$ cat config.mk
export PLATFORM = sky130hd
export DESIGN_NAME = grid_cursor_ctrl
export DESIGN_NICKNAME = d
export VERILOG_FILES = /design/src/rtl/grid_cursor_ctrl.sv
export SDC_FILE = /design/constraint.sdc
export NUM_CORES = 1
export LEC_CHECK = 0
export ABC_AREA = 1
export CORE_MARGIN = 5
export CORE_UTILIZATION = 52
export CTS_BUF_LIST = sky130_fd_sc_hd__clkbuf_4 sky130_fd_sc_hd__clkbuf_8 sky130_fd_sc_hd__clkbuf_16
export DETAILED_ROUTE_END_ITERATION = 8
export PLACE_DENSITY = 0.76
export SYNTH_ARGS = -nofsm -noshare
export SYNTH_HDL_FRONTEND = slang
export SYNTH_SLANG_ARGS = --single-unit
$ cat constraint.sdc
create_clock -name clk25MHz -period 1.9 [get_ports clk25MHz]
set_input_delay 0.38 -clock clk25MHz [delete_from_list [all_inputs] [get_ports clk25MHz]]
set_output_delay 0.38 -clock clk25MHz [all_outputs]
set_load 0.02 [all_outputs]
$ cat src/rtl/grid_cursor_ctrl.sv
// ----------------------------------------------------------------------------
// grid_cursor_ctrl
// Cursor controller for the square-selection stage of the color-matching game.
// Moves a highlight over a ROWS x COLS grid from debounced direction buttons,
// with selectable edge behaviour (saturate / torus / linear L-R), hold-to-
// auto-repeat, and a registered select pulse reporting the picked cell.
//
// Ports
//   clk25MHz   system clock
//   rst_n      synchronous reset, active-low
//   up/down/right/left  debounced direction buttons (clock-synchronous)
//   sel        debounced select button
//   step       current game step; the cursor is live only at ACTIVE_STEP
//   variety    highlighted cell index = row*COLS + col
//   row, col   highlighted cell coordinates
//   moved      1-cycle pulse whenever variety changes
//   sel_valid  1-cycle pulse on an accepted select
//   sel_index  cell index captured at the last accepted select
// ----------------------------------------------------------------------------
module grid_cursor_ctrl #(
    parameter int unsigned ROWS        = 2,
    parameter int unsigned COLS        = 2,
    parameter int unsigned IDX_W       = 3,
    parameter int unsigned INIT_IDX    = 0,
    parameter int unsigned WRAP_MODE   = 1,
    parameter int unsigned REPEAT_DLY  = 12_500_000,
    parameter int unsigned REPEAT_RATE = 2_500_000,
    parameter int unsigned STEP_W      = 3,
    parameter int unsigned ACTIVE_STEP = 0
) (
    input  logic                                          clk25MHz,
    input  logic                                          rst_n,
    input  logic                                          up,
    input  logic                                          down,
    input  logic                                          right,
    input  logic                                          left,
    input  logic                                          sel,
    input  logic [STEP_W-1:0]                             step,
    output logic [IDX_W-1:0]                              variety,
    output logic [((ROWS > 1) ? $clog2(ROWS) : 1)-1:0]    row,
    output logic [((COLS > 1) ? $clog2(COLS) : 1)-1:0]    col,
    output logic                                          moved,
    output logic                                          sel_valid,
    output logic [IDX_W-1:0]                              sel_index
);

    localparam int unsigned ROW_W   = (ROWS > 1) ? $clog2(ROWS) : 1;
    localparam int unsigned COL_W   = (COLS > 1) ? $clog2(COLS) : 1;
    localparam int unsigned CNT_MAX = (REPEAT_DLY > REPEAT_RATE) ? REPEAT_DLY : REPEAT_RATE;
    localparam int unsigned CNT_W   = (CNT_MAX > 1) ? $clog2(CNT_MAX) : 1;

    localparam logic [CNT_W-1:0] DLY_LAST  = CNT_W'((REPEAT_DLY  > 0) ? REPEAT_DLY  - 1 : 0);
    localparam logic [CNT_W-1:0] RATE_LAST = CNT_W'((REPEAT_RATE > 0) ? REPEAT_RATE - 1 : 0);
    localparam logic [ROW_W-1:0] ROW_LAST  = ROW_W'(ROWS - 1);
    localparam logic [COL_W-1:0] COL_LAST  = COL_W'(COLS - 1);
    localparam logic [ROW_W-1:0] INIT_ROW  = ROW_W'(INIT_IDX / COLS);
    localparam logic [COL_W-1:0] INIT_COL  = COL_W'(INIT_IDX % COLS);
    localparam logic [IDX_W-1:0] INIT_VAR  = IDX_W'(INIT_IDX);

    typedef enum logic [1:0] {
        ST_IDLE,
        ST_HOLD_DLY,
        ST_HOLD_RPT,
        ST_LOCK
    } state_e;

    typedef enum logic [1:0] {
        DIR_UP,
        DIR_DOWN,
        DIR_RIGHT,
        DIR_LEFT
    } dir_e;

    // With repeat disabled a press moves once and then waits for release.
    localparam state_e ST_AFTER_PRESS = (REPEAT_DLY > 0) ? ST_HOLD_DLY : ST_LOCK;

    state_e             state_q,     state_d;
    dir_e               cap_dir_q,   cap_dir_d;
    logic [CNT_W-1:0]   cnt_q,       cnt_d;
    logic [ROW_W-1:0]   row_q,       row_d;
    logic [COL_W-1:0]   col_q,       col_d;
    logic [IDX_W-1:0]   variety_q,   variety_d;
    logic               moved_q,     moved_d;
    logic               sel_prev_q,  sel_prev_d;
    logic               sel_valid_q, sel_valid_d;
    logic [IDX_W-1:0]   sel_index_q, sel_index_d;

    logic               active;
    logic               dir_any;
    dir_e               pri_dir;
    logic               cap_btn;
    logic               do_move;
    dir_e               move_dir;
    logic [ROW_W-1:0]   row_mv;
    logic [COL_W-1:0]   col_mv;

    assign active  = (step == STEP_W'(ACTIVE_STEP));
    assign dir_any = up | down | right | left;

    // Highest-priority pressed direction: up > down > right > left.
    always_comb begin
        pri_dir = DIR_LEFT;
        if (up) begin
            pri_dir = DIR_UP;
        end else if (down) begin
            pri_dir = DIR_DOWN;
        end else if (right) begin
            pri_dir = DIR_RIGHT;
        end
    end

    // Level of the button that started the current hold.
    always_comb begin
        cap_btn = 1'b0;
        unique case (cap_dir_q)
            DIR_UP:    cap_btn = up;
            DIR_DOWN:  cap_btn = down;
            DIR_RIGHT: cap_btn = right;
            DIR_LEFT:  cap_btn = left;
            default:   cap_btn = 1'b0;
        endcase
    end

    // Press / hold / repeat sequencing.
    always_comb begin
        state_d   = state_q;
        cap_dir_d = cap_dir_q;
        cnt_d     = cnt_q;
        do_move   = 1'b0;
        move_dir  = cap_dir_q;

        if (!active) begin
            state_d = ST_LOCK;
            cnt_d   = '0;
        end else begin
            unique case (state_q)
                ST_IDLE: begin
                    if (dir_any) begin
                        do_move   = 1'b1;
                        move_dir  = pri_dir;
                        cap_dir_d = pri_dir;
                        cnt_d     = '0;
                        state_d   = ST_AFTER_PRESS;
                    end
                end
                ST_HOLD_DLY: begin
                    if (!cap_btn) begin
                        state_d = ST_LOCK;
                    end else if (cnt_q == DLY_LAST) begin
                        do_move = 1'b1;
                        cnt_d   = '0;
                        state_d = ST_HOLD_RPT;
                    end else begin
                        cnt_d = cnt_q + 1'b1;
                    end
                end
                ST_HOLD_RPT: begin
                    if (!cap_btn) begin
                        state_d = ST_LOCK;
                    end else if (cnt_q == RATE_LAST) begin
                        do_move = 1'b1;
                        cnt_d   = '0;
                    end else begin
                        cnt_d = cnt_q + 1'b1;
                    end
                end
                ST_LOCK: begin
                    if (!dir_any) begin
                        state_d = ST_IDLE;
                    end
                end
                default: state_d = ST_LOCK;
            endcase
        end
    end

    // Candidate position after one step in move_dir. A blocked saturating
    // move leaves the position unchanged. In linear mode a horizontal step
    // off the end of a row carries into the neighbouring row, which is the
    // same as +-1 on the flat index modulo ROWS*COLS.
    always_comb begin
        row_mv = row_q;
        col_mv = col_q;
        unique case (move_dir)
            DIR_UP: begin
                if (row_q != '0) begin
                    row_mv = row_q - 1'b1;
                end else if (WRAP_MODE != 0) begin
                    row_mv = ROW_LAST;
                end
            end
            DIR_DOWN: begin
                if (row_q != ROW_LAST) begin
                    row_mv = row_q + 1'b1;
                end else if (WRAP_MODE != 0) begin
                    row_mv = '0;
                end
            end
            DIR_RIGHT: begin
                if (col_q != COL_LAST) begin
                    col_mv = col_q + 1'b1;
                end else if (WRAP_MODE == 1) begin
                    col_mv = '0;
                end else if (WRAP_MODE == 2) begin
                    col_mv = '0;
                    row_mv = (row_q == ROW_LAST) ? '0 : row_q + 1'b1;
                end
            end
            DIR_LEFT: begin
                if (col_q != '0) begin
                    col_mv = col_q - 1'b1;
                end else if (WRAP_MODE == 1) begin
                    col_mv = COL_LAST;
                end else if (WRAP_MODE == 2) begin
                    col_mv = COL_LAST;
                    row_mv = (row_q == '0) ? ROW_LAST : row_q - 1'b1;
                end
            end
            default: begin
                row_mv = row_q;
                col_mv = col_q;
            end
        endcase
    end

    // Position, index and pulse outputs.
    always_comb begin
        row_d       = do_move ? row_mv : row_q;
        col_d       = do_move ? col_mv : col_q;
        variety_d   = IDX_W'(row_d) * IDX_W'(COLS) + IDX_W'(col_d);
        // A wrap onto the same cell (single-row/column grid) is not a move.
        moved_d     = (variety_d != variety_q);

        // sel_prev follows sel even while inactive, so a press held across
        // activation is not seen as a fresh edge.
        sel_prev_d  = sel;
        sel_valid_d = active & sel & ~sel_prev_q;
        // Captures the pre-move index when a move lands in the same cycle.
        sel_index_d = sel_valid_d ? variety_q : sel_index_q;
    end

    always_ff @(posedge clk25MHz) begin
        if (!rst_n) begin
            state_q     <= ST_LOCK;
            cap_dir_q   <= DIR_UP;
            cnt_q       <= '0;
            row_q       <= INIT_ROW;
            col_q       <= INIT_COL;
            variety_q   <= INIT_VAR;
            moved_q     <= 1'b0;
            sel_prev_q  <= 1'b1;
            sel_valid_q <= 1'b0;
            sel_index_q <= '0;
        end else begin
            state_q     <= state_d;
            cap_dir_q   <= cap_dir_d;
            cnt_q       <= cnt_d;
            row_q       <= row_d;
            col_q       <= col_d;
            variety_q   <= variety_d;
            moved_q     <= moved_d;
            sel_prev_q  <= sel_prev_d;
            sel_valid_q <= sel_valid_d;
            sel_index_q <= sel_index_d;
        end
    end

    assign variety   = variety_q;
    assign row       = row_q;
    assign col       = col_q;
    assign moved     = moved_q;
    assign sel_valid = sel_valid_q;
    assign sel_index = sel_index_q;

endmodule
==> metrics.csv <==
stage,metric,value,unit
die,Initial Utilization,0.530,
layout,Area Growth Syn to Fin,25.6,%
die,num rows,24,
worst_setup_path,CP endpoint kind,register,
pwr,Net Switching,331,uW
logic_synthesis,largest area contributor in the netlist,dfxtp_1,
pwr,clock power share,0.467,
pwr,VDD IR-drop max,0.000436,V
logic_synthesis,top post-synthesis cells by area,"dfxtp_1 31%, nand2_1 16%, nor2_1 11%, inv_1 8.5%, nand3_1 7.6%",
logic_synthesis,Synth Area in Compound Gates,0.0836,
global_routing,largest net degree at the start of global routing,19,
clock_tree,clock-pin slew on the worst setup and hold paths,70,ps
min_path,min-delay worst type,register to register,
clock_tree,Longest Clk Path Bufs,2,
pwr,Power Internal,1200,uW
clock_tree,H-tree Lvls,2,
route,WL/cell,12.6,um
route,Vias/cell,5.30,
clock_tree,CTS tree,yes,
logic_synthesis,distinct cell type count after synthesis,29,
route,DRT Pass-1 Iters,5,
logic_synthesis,commonest cells in the netlist,"96 x nand2_1, 66 x nor2_1, 52 x inv_1, 35 x dfxtp_1, 35 x nand3_1",
pwr,PwrDens,531,nW/um2
pwr,Sw Ratio,0.217,
layout,area occupied by multi-input gates,1400,um2
logic_synthesis,Main synth FF type,dfxtp_1,
layout,Storage cell area,707,um2
route,DRT Wirelength,5880,um
logic_synthesis,sequential area share after synthesis,0.306,
timing,RSZ-0062 raised after global routing,false,
logic_synthesis,largest family of logic cells by synthesized area,simple AND/OR/NAND/NOR gates,
global_routing,aggregate global routing overflow,0,
logic_synthesis,Mapped Area,2290,um2
timing,final setup vio count,0,
clock_tree,worst skew pair latency,290,ps
logic_synthesis,Mapped Cells,373,
clock_tree,clock root cell,clkbuf_8,
run,max_cap viols,0,
global_routing,GRT Resource Usage Total,0.201,
layout,layout cells sized above 1,0.140,
layout,antenna fix cells,0,
clock_tree,TritonCTS sink count,35,
worst_setup_path,Worst Path Required,2090,ps
die,die area,5830,um2
die,Die X,76.4,um
die,io pins,20,
logic_synthesis,#FFs+latches synth,35,
pwr,Pwr Total,1530,uW
place,RePlAce Congestion,0.948,
route,top sig layer,met4,
worst_setup_path,worst-path fanout max,7,
layout,Finished Cell Area,2880,um2
route,wire length on met3,268,um
route,Metal-1 WL,2580,um
route,DRC,0,
logic_synthesis,post-synthesis adder-cell area fraction,0.0328,
timing,Fin Clk Skew,4.03,ps
logic_synthesis,synthesized-area fraction occupied by xor and xnor cells,0.0153,
place,DP HPWL,4350,um
die,Die Height,76.4,um
timing,post-route setup TNS,0,ps
route,initial drt markers,202,
layout,final net count,430,
die,Core ar.,4320,um2
route,via count,2474,
worst_setup_path,WS Path Type,register to register,
timing,Slew Limit Fails,0,
worst_setup_path,crit path DAT,2000,ps
pwr,Combinational Power Share,0.050,
place,number of port buffers,17,
logic_synthesis,Synth async-reset ratio,0,
layout,number of fill cells,395,
timing,period utilization,0.950,
timing,min cycle time layout,1800,ps
timing,final hold slack,497,ps
route,Post-DRT Antenna Nets,0,
layout,final core area utilization,0.665,
logic_synthesis,post-synthesis mux area share,0,
worst_setup_path,startpoint types,register,
pwr,Sequential Power Share,0.483,
timing,Final Hold Fails,0,
global_routing,initial antenna violation count,0,
logic_synthesis,cell with the most instances after synthesis,nand2_1,
logic_synthesis,number of synthesis warnings,0,
logic_synthesis,Yosys top cell area share,0.306,
global_routing,vias in the first global route,2292,
status,status,"complete, no violations",
logic_synthesis,number of enable flip-flop cells after synthesis,0,
global_routing,global-route wire length before repair,9890,um
timing,fmax,0.554,GHz
route,routed length on met2,2890,um
logic_synthesis,Synth Area in Simple Gates,0.448,
pwr,Leakage,0.00118,uW
clock_tree,CTS Buf Count,5,
place,Placement Cell Area,2650,um2
logic_synthesis,Mean Syn Cell Area,6.14,um2
[critical path, cell delays in order (launching register included)]
cell and delay, ps:
dfxtp_2 330, inv_1 60, ha_1 300, or2_2 310, nand2_2 90, a21oi_4 50, buf_12 140, buf_4 150
nand2_1 60, xor2_1 150, nor2_1 50
[through the flow]
step / instances / setup WS, ps
CTS: 465 / 20.6
global route: 467 / 5.00
finish: 467 / 95.5
floorplan: 374 / 96.5
global placement: 457 / -164
detailed placement: 457 / -242
[worst paths after layout]
check	slack, ps	to	depth (start not counted)	from
worst max-delay path	100	cnt_q[2]	10	state_q[1]
worst min-delay path	500	cnt_q[1]	2	cnt_q[1]
worst min register to register	500	cnt_q[1]	2	cnt_q[1]
worst max register to register	100	cnt_q[2]	10	state_q[1]
[sequential cells by signal, indices dropped and copies added, names as in the netlist]
signal / cells
cap_dir_q: 2
cnt_q: 24
moved: 1
sel_index: 2
sel_prev_q: 1
sel_valid: 1
state_q: 2
variety: 2
[power by group through the flow]
stage	sequential (uW)	combinational, uW	clock [uW]
floorplan	756	36.8	0
global placement	755	71.8	0
detailed placement	755	73.0	0
CTS	738	73.0	724
global route	738	83.3	758
finish	737	76.6	713
[placed cells by master (no fill, tap or decap), types with 2 or more instances in the layout]
cell type,Yosys,layout
nor2_4,0,2
nand2_2,3,8
nor3_1,9,8
o21ai_2,0,3
nor4_1,2,2
o211ai_1,2,2
conb_1,1,2
buf_4,5,20
nand3_1,35,35
buf_12,0,2
nor2_1,66,65
ha_1,6,5
nand2_1,96,91
nor2_2,3,2
dfxtp_1,35,32
o21ai_1,1,2
xor2_1,3,3
nand3b_1,2,2
dfxtp_2,0,2
clkbuf_8,0,6
a21oi_1,10,10
inv_1,52,52
o21ai_0,18,14
clkdlybuf4s50_1,0,16
nand4_1,12,12
[metal layers]
layer  vias up  global-route usage
met2        85               0.344
li1       1266                   -
met3        21              0.0426
met4         0              0.0787
met1      1102               0.244
met5         -                   0
[kinds of logic after synthesis]
kind of cell	count (synthesis)
buffers and inverters	60
xor gates and xnor gates	4
adders and majority gates	6
DFF	35
other	1
AOI/OAI and AO/OA	34
and+or+nand+nor	233
[area by class of cell]
class                      count  area share
multi-input combinational    279       0.487
sequential                    35       0.246
timing repair buffer          40       0.135
inverter                      53      0.0692
clock buffer                   6      0.0287
tap                           52      0.0226
clock inverter                 2      0.0122
[repair_timing]
item,in CTS,in global routing
buffers inserted,0,1
hold buffers,0,0
endpoints found under the hold margin,0,0
endpoints found under the setup margin,0,22
gates resized for setup,0,25
No activity file was read; power rests on OpenSTA's default activity.
